--- config.mk ---
export PLATFORM = sky130hd
export DESIGN_NAME = mult_share_arbiter_taint
export DESIGN_NICKNAME = d
export VERILOG_FILES = /design/src/rtl/mult_share_arbiter_taint.sv
export SDC_FILE = /design/constraint.sdc
export NUM_CORES = 1
export LEC_CHECK = 0
export ABC_AREA = 0
export BUFFER_PORTS_ARGS = -buffer_cell sky130_fd_sc_hd__buf_2
export CAP_MARGIN = 20
export CORE_UTILIZATION = 40
export DETAILED_ROUTE_END_ITERATION = 7
export PLACE_DENSITY_LB_ADDON = 0.3
export SLEW_MARGIN = 20
export SYNTH_ARGS = -nofsm -noshare
export SYNTH_HDL_FRONTEND = slang
export SYNTH_SLANG_ARGS = --single-unit
--- constraint.sdc ---
create_clock -name clk -period 1.7 [get_ports clk]
set_input_delay 0.085 -clock clk [delete_from_list [all_inputs] [get_ports clk]]
set_output_delay 0.085 -clock clk [all_outputs]
set_load 0.02 [all_outputs]
--- src/rtl/mult_share_arbiter_taint.sv ---
// mult_share_arbiter_taint
//
// Shares one taint-tracked sequential multiplier among NUM_REQ requesters.
// A winner is picked among the active req bits and its operands are latched.
// The multiplier gets a one-cycle start pulse, and the block then waits for
// mul_done. The captured 2*WIDTH product is returned to the winner with a
// one-cycle done pulse. Every control/data output carries a 1-bit taint
// derived from the inputs that influenced it.
//
// Configuration macro:
//   MULT_ARB_RR_EN  defined   -> round-robin arbitration, with a pointer that
//                                holds the last winner + 1 and a sticky rr_t
//                                taint
//                   undefined -> fixed priority, lowest index wins
//
// Ports:
//   clk, rst                 clock (rising edge), synchronous active-high reset
//   req / req_t              per-requester request level and its taint
//   mcand / mcand_t          packed multiplicands (slice i = requester i) + taints
//   mplier / mplier_t        packed multipliers + taints
//   gnt / gnt_t              one-hot grant, held from grant until RESP exit
//   done / done_t            one-cycle completion pulse to the winner
//   product / product_t      last captured product, held until the next capture
//   busy                     high in every state except IDLE
//   mul_start / mul_start_t  multiplier start pulse (ISSUE only)
//   mul_mcand / mul_mplier   latched operands; mul_op_t is their taint
//   mul_done / mul_done_t    product-done from the multiplier (WAIT only)
//   mul_product / _t         multiplier result and its taint
//
// Handshake: the requester contract is level-based, not valid/ready.
// - A requester raises req and keeps its operands stable until gnt shows it
//   was chosen.
// - After gnt, req and operands are don't-care. The operation always
//   completes with a single done[w] pulse.
// - A req dropped before it is granted is simply never served.
module mult_share_arbiter_taint #(
    parameter int WIDTH   = 8,
    parameter int NUM_REQ = 4,
    localparam int IDX_W  = (NUM_REQ > 1) ? $clog2(NUM_REQ) : 1
) (
    input  logic                       clk,
    input  logic                       rst,
    input  logic [NUM_REQ-1:0]         req,
    input  logic [NUM_REQ-1:0]         req_t,
    input  logic [NUM_REQ*WIDTH-1:0]   mcand,
    input  logic [NUM_REQ-1:0]         mcand_t,
    input  logic [NUM_REQ*WIDTH-1:0]   mplier,
    input  logic [NUM_REQ-1:0]         mplier_t,
    output logic [NUM_REQ-1:0]         gnt,
    output logic                       gnt_t,
    output logic [NUM_REQ-1:0]         done,
    output logic                       done_t,
    output logic [2*WIDTH-1:0]         product,
    output logic                       product_t,
    output logic                       busy,
    output logic                       mul_start,
    output logic                       mul_start_t,
    output logic [WIDTH-1:0]           mul_mcand,
    output logic [WIDTH-1:0]           mul_mplier,
    output logic                       mul_op_t,
    input  logic                       mul_done,
    input  logic                       mul_done_t,
    input  logic [2*WIDTH-1:0]         mul_product,
    input  logic                       mul_product_t
);

    typedef enum logic [1:0] {
        S_IDLE  = 2'd0,
        S_ISSUE = 2'd1,
        S_WAIT  = 2'd2,
        S_RESP  = 2'd3
    } state_t;

    state_t state;
    state_t state_next;

    // Set when mul_done_t was high in any WAIT cycle: the length of WAIT,
    // and therefore when the product is captured, depends on mul_done.
    logic wait_t;
    logic wait_t_next;

    logic             win_found;
    logic [IDX_W-1:0] win_idx;
    logic             gnt_t_next;

`ifdef MULT_ARB_RR_EN
    logic [IDX_W-1:0] rr_ptr;
    logic             rr_t;
`endif

    // ------------------------------------------------------------------
    // Winner selection
    // ------------------------------------------------------------------
`ifdef MULT_ARB_RR_EN
    // Scan from the pointer upward, wrapping around. The loop runs backwards
    // so that the candidate closest to the pointer is the last one assigned.
    always_comb begin
        int idx;
        idx       = 0;
        win_found = 1'b0;
        win_idx   = '0;
        for (int k = NUM_REQ - 1; k >= 0; k--) begin
            idx = (int'(rr_ptr) + k) % NUM_REQ;
            if (req[idx]) begin
                win_found = 1'b1;
                win_idx   = IDX_W'(idx);
            end
        end
    end

    // The choice of winner also depends on the pointer history.
    assign gnt_t_next = (|req_t) | rr_t;
`else
    // Fixed priority: the backwards scan leaves the lowest active index.
    always_comb begin
        win_found = 1'b0;
        win_idx   = '0;
        for (int i = NUM_REQ - 1; i >= 0; i--) begin
            if (req[i]) begin
                win_found = 1'b1;
                win_idx   = IDX_W'(i);
            end
        end
    end

    assign gnt_t_next = |req_t;
`endif

    // ------------------------------------------------------------------
    // FSM: state register
    // ------------------------------------------------------------------
    always_ff @(posedge clk) begin
        if (rst) begin
            state <= S_IDLE;
        end else begin
            state <= state_next;
        end
    end

    // ------------------------------------------------------------------
    // FSM: next state and decoded outputs
    // ------------------------------------------------------------------
    always_comb begin
        state_next  = state;
        wait_t_next = wait_t;
        busy        = 1'b1;
        mul_start   = 1'b0;
        mul_start_t = 1'b0;
        done        = '0;
        done_t      = 1'b0;
        case (state)
            S_IDLE: begin
                busy = 1'b0;
                if (win_found) begin
                    state_next = S_ISSUE;
                end
            end
            S_ISSUE: begin
                mul_start   = 1'b1;
                mul_start_t = gnt_t;
                wait_t_next = 1'b0;
                state_next  = S_WAIT;
            end
            S_WAIT: begin
                // The done-cycle's taint counts too: it decided the capture.
                wait_t_next = wait_t | mul_done_t;
                if (mul_done) begin
                    state_next = S_RESP;
                end
            end
            S_RESP: begin
                done       = gnt;
                done_t     = gnt_t | wait_t;
                state_next = S_IDLE;
            end
            default: begin
                state_next = S_IDLE;
            end
        endcase
    end

    // ------------------------------------------------------------------
    // Datapath and taint registers
    // ------------------------------------------------------------------
    always_ff @(posedge clk) begin
        if (rst) begin
            gnt        <= '0;
            gnt_t      <= 1'b0;
            mul_mcand  <= '0;
            mul_mplier <= '0;
            mul_op_t   <= 1'b0;
            wait_t     <= 1'b0;
            product    <= '0;
            product_t  <= 1'b0;
`ifdef MULT_ARB_RR_EN
            rr_ptr     <= '0;
            rr_t       <= 1'b0;
`endif
        end else begin
            wait_t <= wait_t_next;
            case (state)
                S_IDLE: begin
                    if (win_found) begin
                        gnt        <= NUM_REQ'(1) << win_idx;
                        gnt_t      <= gnt_t_next;
                        mul_mcand  <= mcand[int'(win_idx)*WIDTH +: WIDTH];
                        mul_mplier <= mplier[int'(win_idx)*WIDTH +: WIDTH];
                        mul_op_t   <= mcand_t[win_idx] | mplier_t[win_idx];
`ifdef MULT_ARB_RR_EN
                        rr_ptr <= (win_idx == IDX_W'(NUM_REQ - 1)) ? '0
                                                                  : win_idx + 1'b1;
                        rr_t   <= rr_t | gnt_t_next;
`endif
                    end
                end
                S_WAIT: begin
                    if (mul_done) begin
                        product   <= mul_product;
                        product_t <= mul_product_t | mul_op_t | wait_t_next;
                    end
                end
                S_RESP: begin
                    gnt      <= '0;
                    gnt_t    <= 1'b0;
                    mul_op_t <= 1'b0;
                end
                default: ;
            endcase
        end
    end

endmodule

==> impl_results.md <==
* Final count of negative-setup-slack endpoints at 0
* Total global routing overflow at 0
* Clock group share of total power at 16.4%
* Setup crit end kind: flop
* Max VDD drop at 0.654 mV
* # diodes at 0
* Die height at 72.7 microns
* Worst R2R Setup Slack at 0.18 ns
* R2R depth at 7
* Met1 GRT Util at 22.8%
* GR met3 Demand/Resource at 7.60%
* Syn_area_per_cell at 8.52 sq um
* Hold Path Sink: product[2]$_SDFFE_PP0P_
* Count of synthesis-stage warnings from yosys at 0
* Hold-fix buffers, CTS at 0
* 1st-pass router iterations at 6
* Num CTS Buffers at 5
* CP max FO at 13
* PnR worst setup slack at 0.178 ns
* Root Driver: clkbuf_8
* Ys async rst share at 0%
* Core Util, Final at 60.8%
* Critical path required time at 1.91 ns
* Fin crit share at 89.6%
* NetSw at 1.62 mW
* CP most frequent cell: inv_1
* Worst hold stages at 3
* Final Max Tran Viols at 0
* DR DRC count at 0
* Final ANT Viol Nets at 0
* Post-CTS Setup Inserts at 0
* Int Power at 2.29 mW
* Vias at 2276
* Iteration-0 DRC count of the detailed router at 133
* Clk buf depth at 2
* Clk Latency, worst-skew pair at 0.29 ns
* Worst path bufs/invs at 3
* Post-synthesis sequential area ratio at 42.0%
* Critical R2R Launch: state[1]$_SDFFE_PP0P_
* Critical Path Source Type: flop
* Slew @ Worst Pin at 0.538 ns
* GRT Util Overall at 22.0%
* IO buf count at 147
* #FFs+latches synth at 42
* Starting Density at 42.1%
* Arr. time, crit path at 1.73 ns
* Layout area overhead at 44.4%
* Global-route wire length before repair at 8960 microns
* PwrDens at 1350 nW/um^2
* Chip Width at 72.7 microns
* Clock Skews at 0.00594 ns
* RR Endpoint: mul_mcand[1]$_SDFFE_PP0P_
* Layout cells sized above 1 at 45.1%
* Syn Inst Count at 235
* Hold Violations, Final at 0
* Fmax achieved at 657 MHz
* Clock-pin slew on the worst setup and hold paths at 0.08 ns
* Synth Flop Type: dfxtp_1
* Sw Share at 41.5%
* HPWL Detailed at 4520 microns
* CP max stage delay at 0.34 ns
* P_leak at 1.42 nW
* Vias per Instance at 5.08
* Sequential share of power at 35.9%
* Std cell rows at 25
* Final GP Congestion at 0.807
* Min Clock Period, post-route at 1.52 ns
* Crit-path leading delay family: buffers and inverters
* Core area at 4750 sq um
* Syn nets at 341
* Status: complete, no violations
* Setup Crit Path Kind: flop to flop
* CTS tree: done
* # nets final at 486
* Post-route setup TNS at 0 ns
* Hold path startpoint: mul_product[2]
* Pre-CTS setup slack at 0.125 ns
* Vias in the first global route at 2023
* Crit path cell chain: inv_1 -> ha_2 -> inv_1 -> nor2_2 -> buf_12 -> nor2_1 -> a211oi_1
* Max Cap Viol at 0
* Critical path's slowest cell: dfxtp_1
* Total die area at 5290 sq um
* Mean routed wirelength per cell at 13.1 microns
* Slew HR at 64.1%
* Io pins at 148
* Unique cell type count in the Yosys netlist at 31
* EDFF count, synth at 0
* H-tree Lvls at 2
* Final wirelength at 5860 microns
* Initial antenna violation count at 0
* Most Crowded Layer GR: met2
* RSZ-0062 raised after global routing: false
* Post-CTS resize count at 0
* Largest net degree at the start of global routing at 43
* Clock sinks at 42
* Combinational Power Share at 47.6%
* Hold Path Class: input pin to flop
* Post-Syn Area at 2000 sq um
* Met2 usage at 41.3%
[cell families after synthesis]
logic type               after synthesis  share of synthesized area (%)
AO/OA/AOI/OAI                         84                           29.7
adder cells (fa/ha/maj)                5                           3.13
buffers and inverters                 22                           5.94
flip-flops                            42                           42.0
multiplexers                           1                          0.500
AND/OR/NAND/NOR                       81                           18.8
[worst reg2reg max path: stages (launching register included)]
cell	delay [ns]
dfxtp_1	0.34
inv_1	0.12
ha_2	0.27
inv_1	0.09
nor2_2	0.19
buf_12	0.16
nor2_1	0.05
a211oi_1	0.22
[registers in the layout (all words and copies together) (netlist names)]
signal / count
product: 16
mul_mcand: 8
mul_mplier: 8
gnt: 4
state: 2
gnt_t: 1
mul_op_t: 1
product_t: 1
wait_t: 1
[worst max path at each step]
stage | startpoint | end | slack (ns) | cells past startpoint
floorplan | state[0]$_SDFFE_PP0P_ | mul_mplier[6]$_SDFFE_PP0P_ | 0.08 | 7
global placement | state[1]$_SDFFE_PP0P_ | mul_mplier[5]$_SDFFE_PP0P_ | 0.19 | 7
detailed placement | state[0]$_SDFFE_PP0P_ | product[6]$_SDFFE_PP0P_ | 0.12 | 5
CTS | state[0]$_SDFFE_PP0P_ | product[5]$_SDFFE_PP0P_ | 0.1 | 5
global route | state[0]$_SDFFE_PP0P_ | mul_mcand[4]$_SDFFE_PP0P_ | 0.07 | 7
finish | state[1]$_SDFFE_PP0P_ | mul_mcand[1]$_SDFFE_PP0P_ | 0.18 | 7
[layout by cell type, fill, tap and decap left out, types with 5 or more instances in the layout]
master,n
a21oi_1,35
nor2_1,27
and2_1,5
a222oi_1,16
nand2_1,36
clkbuf_8,5
buf_4,9
o21ai_0,5
a211oi_1,17
buf_2,147
dfxtp_1,42
[layer usage]
layer	vias up	share of wire, %
li1	1149	-
met1	1017	41
met2	108	51
met3	2	8.3
met4	0	0.60
met5	-	0
[cells in the mapped netlist (2+ instances only)]
| library cell | n | area share, % |
|---|---|---|
| inv_1 | 3 | 0.56 |
| nor2b_1 | 3 | 0.94 |
| a22oi_1 | 4 | 1.5 |
| buf_4 | 3 | 1.1 |
| clkbuf_1 | 11 | 2.1 |
| a21oi_1 | 35 | 8.8 |
| o21ai_0 | 5 | 1.2 |
| buf_2 | 2 | 0.50 |
| dfxtp_1 | 42 | 42 |
| and2_1 | 6 | 1.9 |
| a222oi_1 | 16 | 8.0 |
| a211oi_1 | 17 | 6.4 |
| nand2_1 | 36 | 6.8 |
| ha_1 | 5 | 3.1 |
| nor2_1 | 27 | 5.1 |
| buf_6 | 3 | 1.7 |
| nor3_1 | 3 | 0.75 |
[final cells by class]
class | instances | area [sq um]
Clock buffer | 6 | 72.6
Inverter | 3 | 11.3
Fill cell | 474 | 1860
Sequential cell | 42 | 841
Timing Repair Buffer | 157 | 823
Multi-Input combinational cell | 171 | 1050
Clock inverter | 2 | 13.8
Tap cell | 67 | 83.8
[per-stage QoR]
step / instance area [sq um] / hold WS [ns] / power, mW / instances
after floorplan: 2000 / 0.221 / 2.63 / 235
after global placement: 2800 / 0.326 / 3.27 / 440
after detailed placement: 2800 / 0.331 / 3.30 / 440
after CTS: 2890 / 0.0115 / 3.95 / 448
after global routing: 2890 / 0.0158 / 4.19 / 448
final: 2890 / 0.0199 / 3.91 / 448
[power by group through the flow]
| stage | Sequential (mW) | Clock (mW) | Combinational, mW |
|---|---|---|---|
| floorplan | 1.71 | 0 | 0.917 |
| global placement | 1.42 | 0 | 1.84 |
| detailed placement | 1.43 | 0 | 1.87 |
| CTS | 1.41 | 0.656 | 1.88 |
| global route | 1.44 | 0.695 | 2.05 |
| finish | 1.41 | 0.643 | 1.86 |
Power figures use the tool's default switching activity.
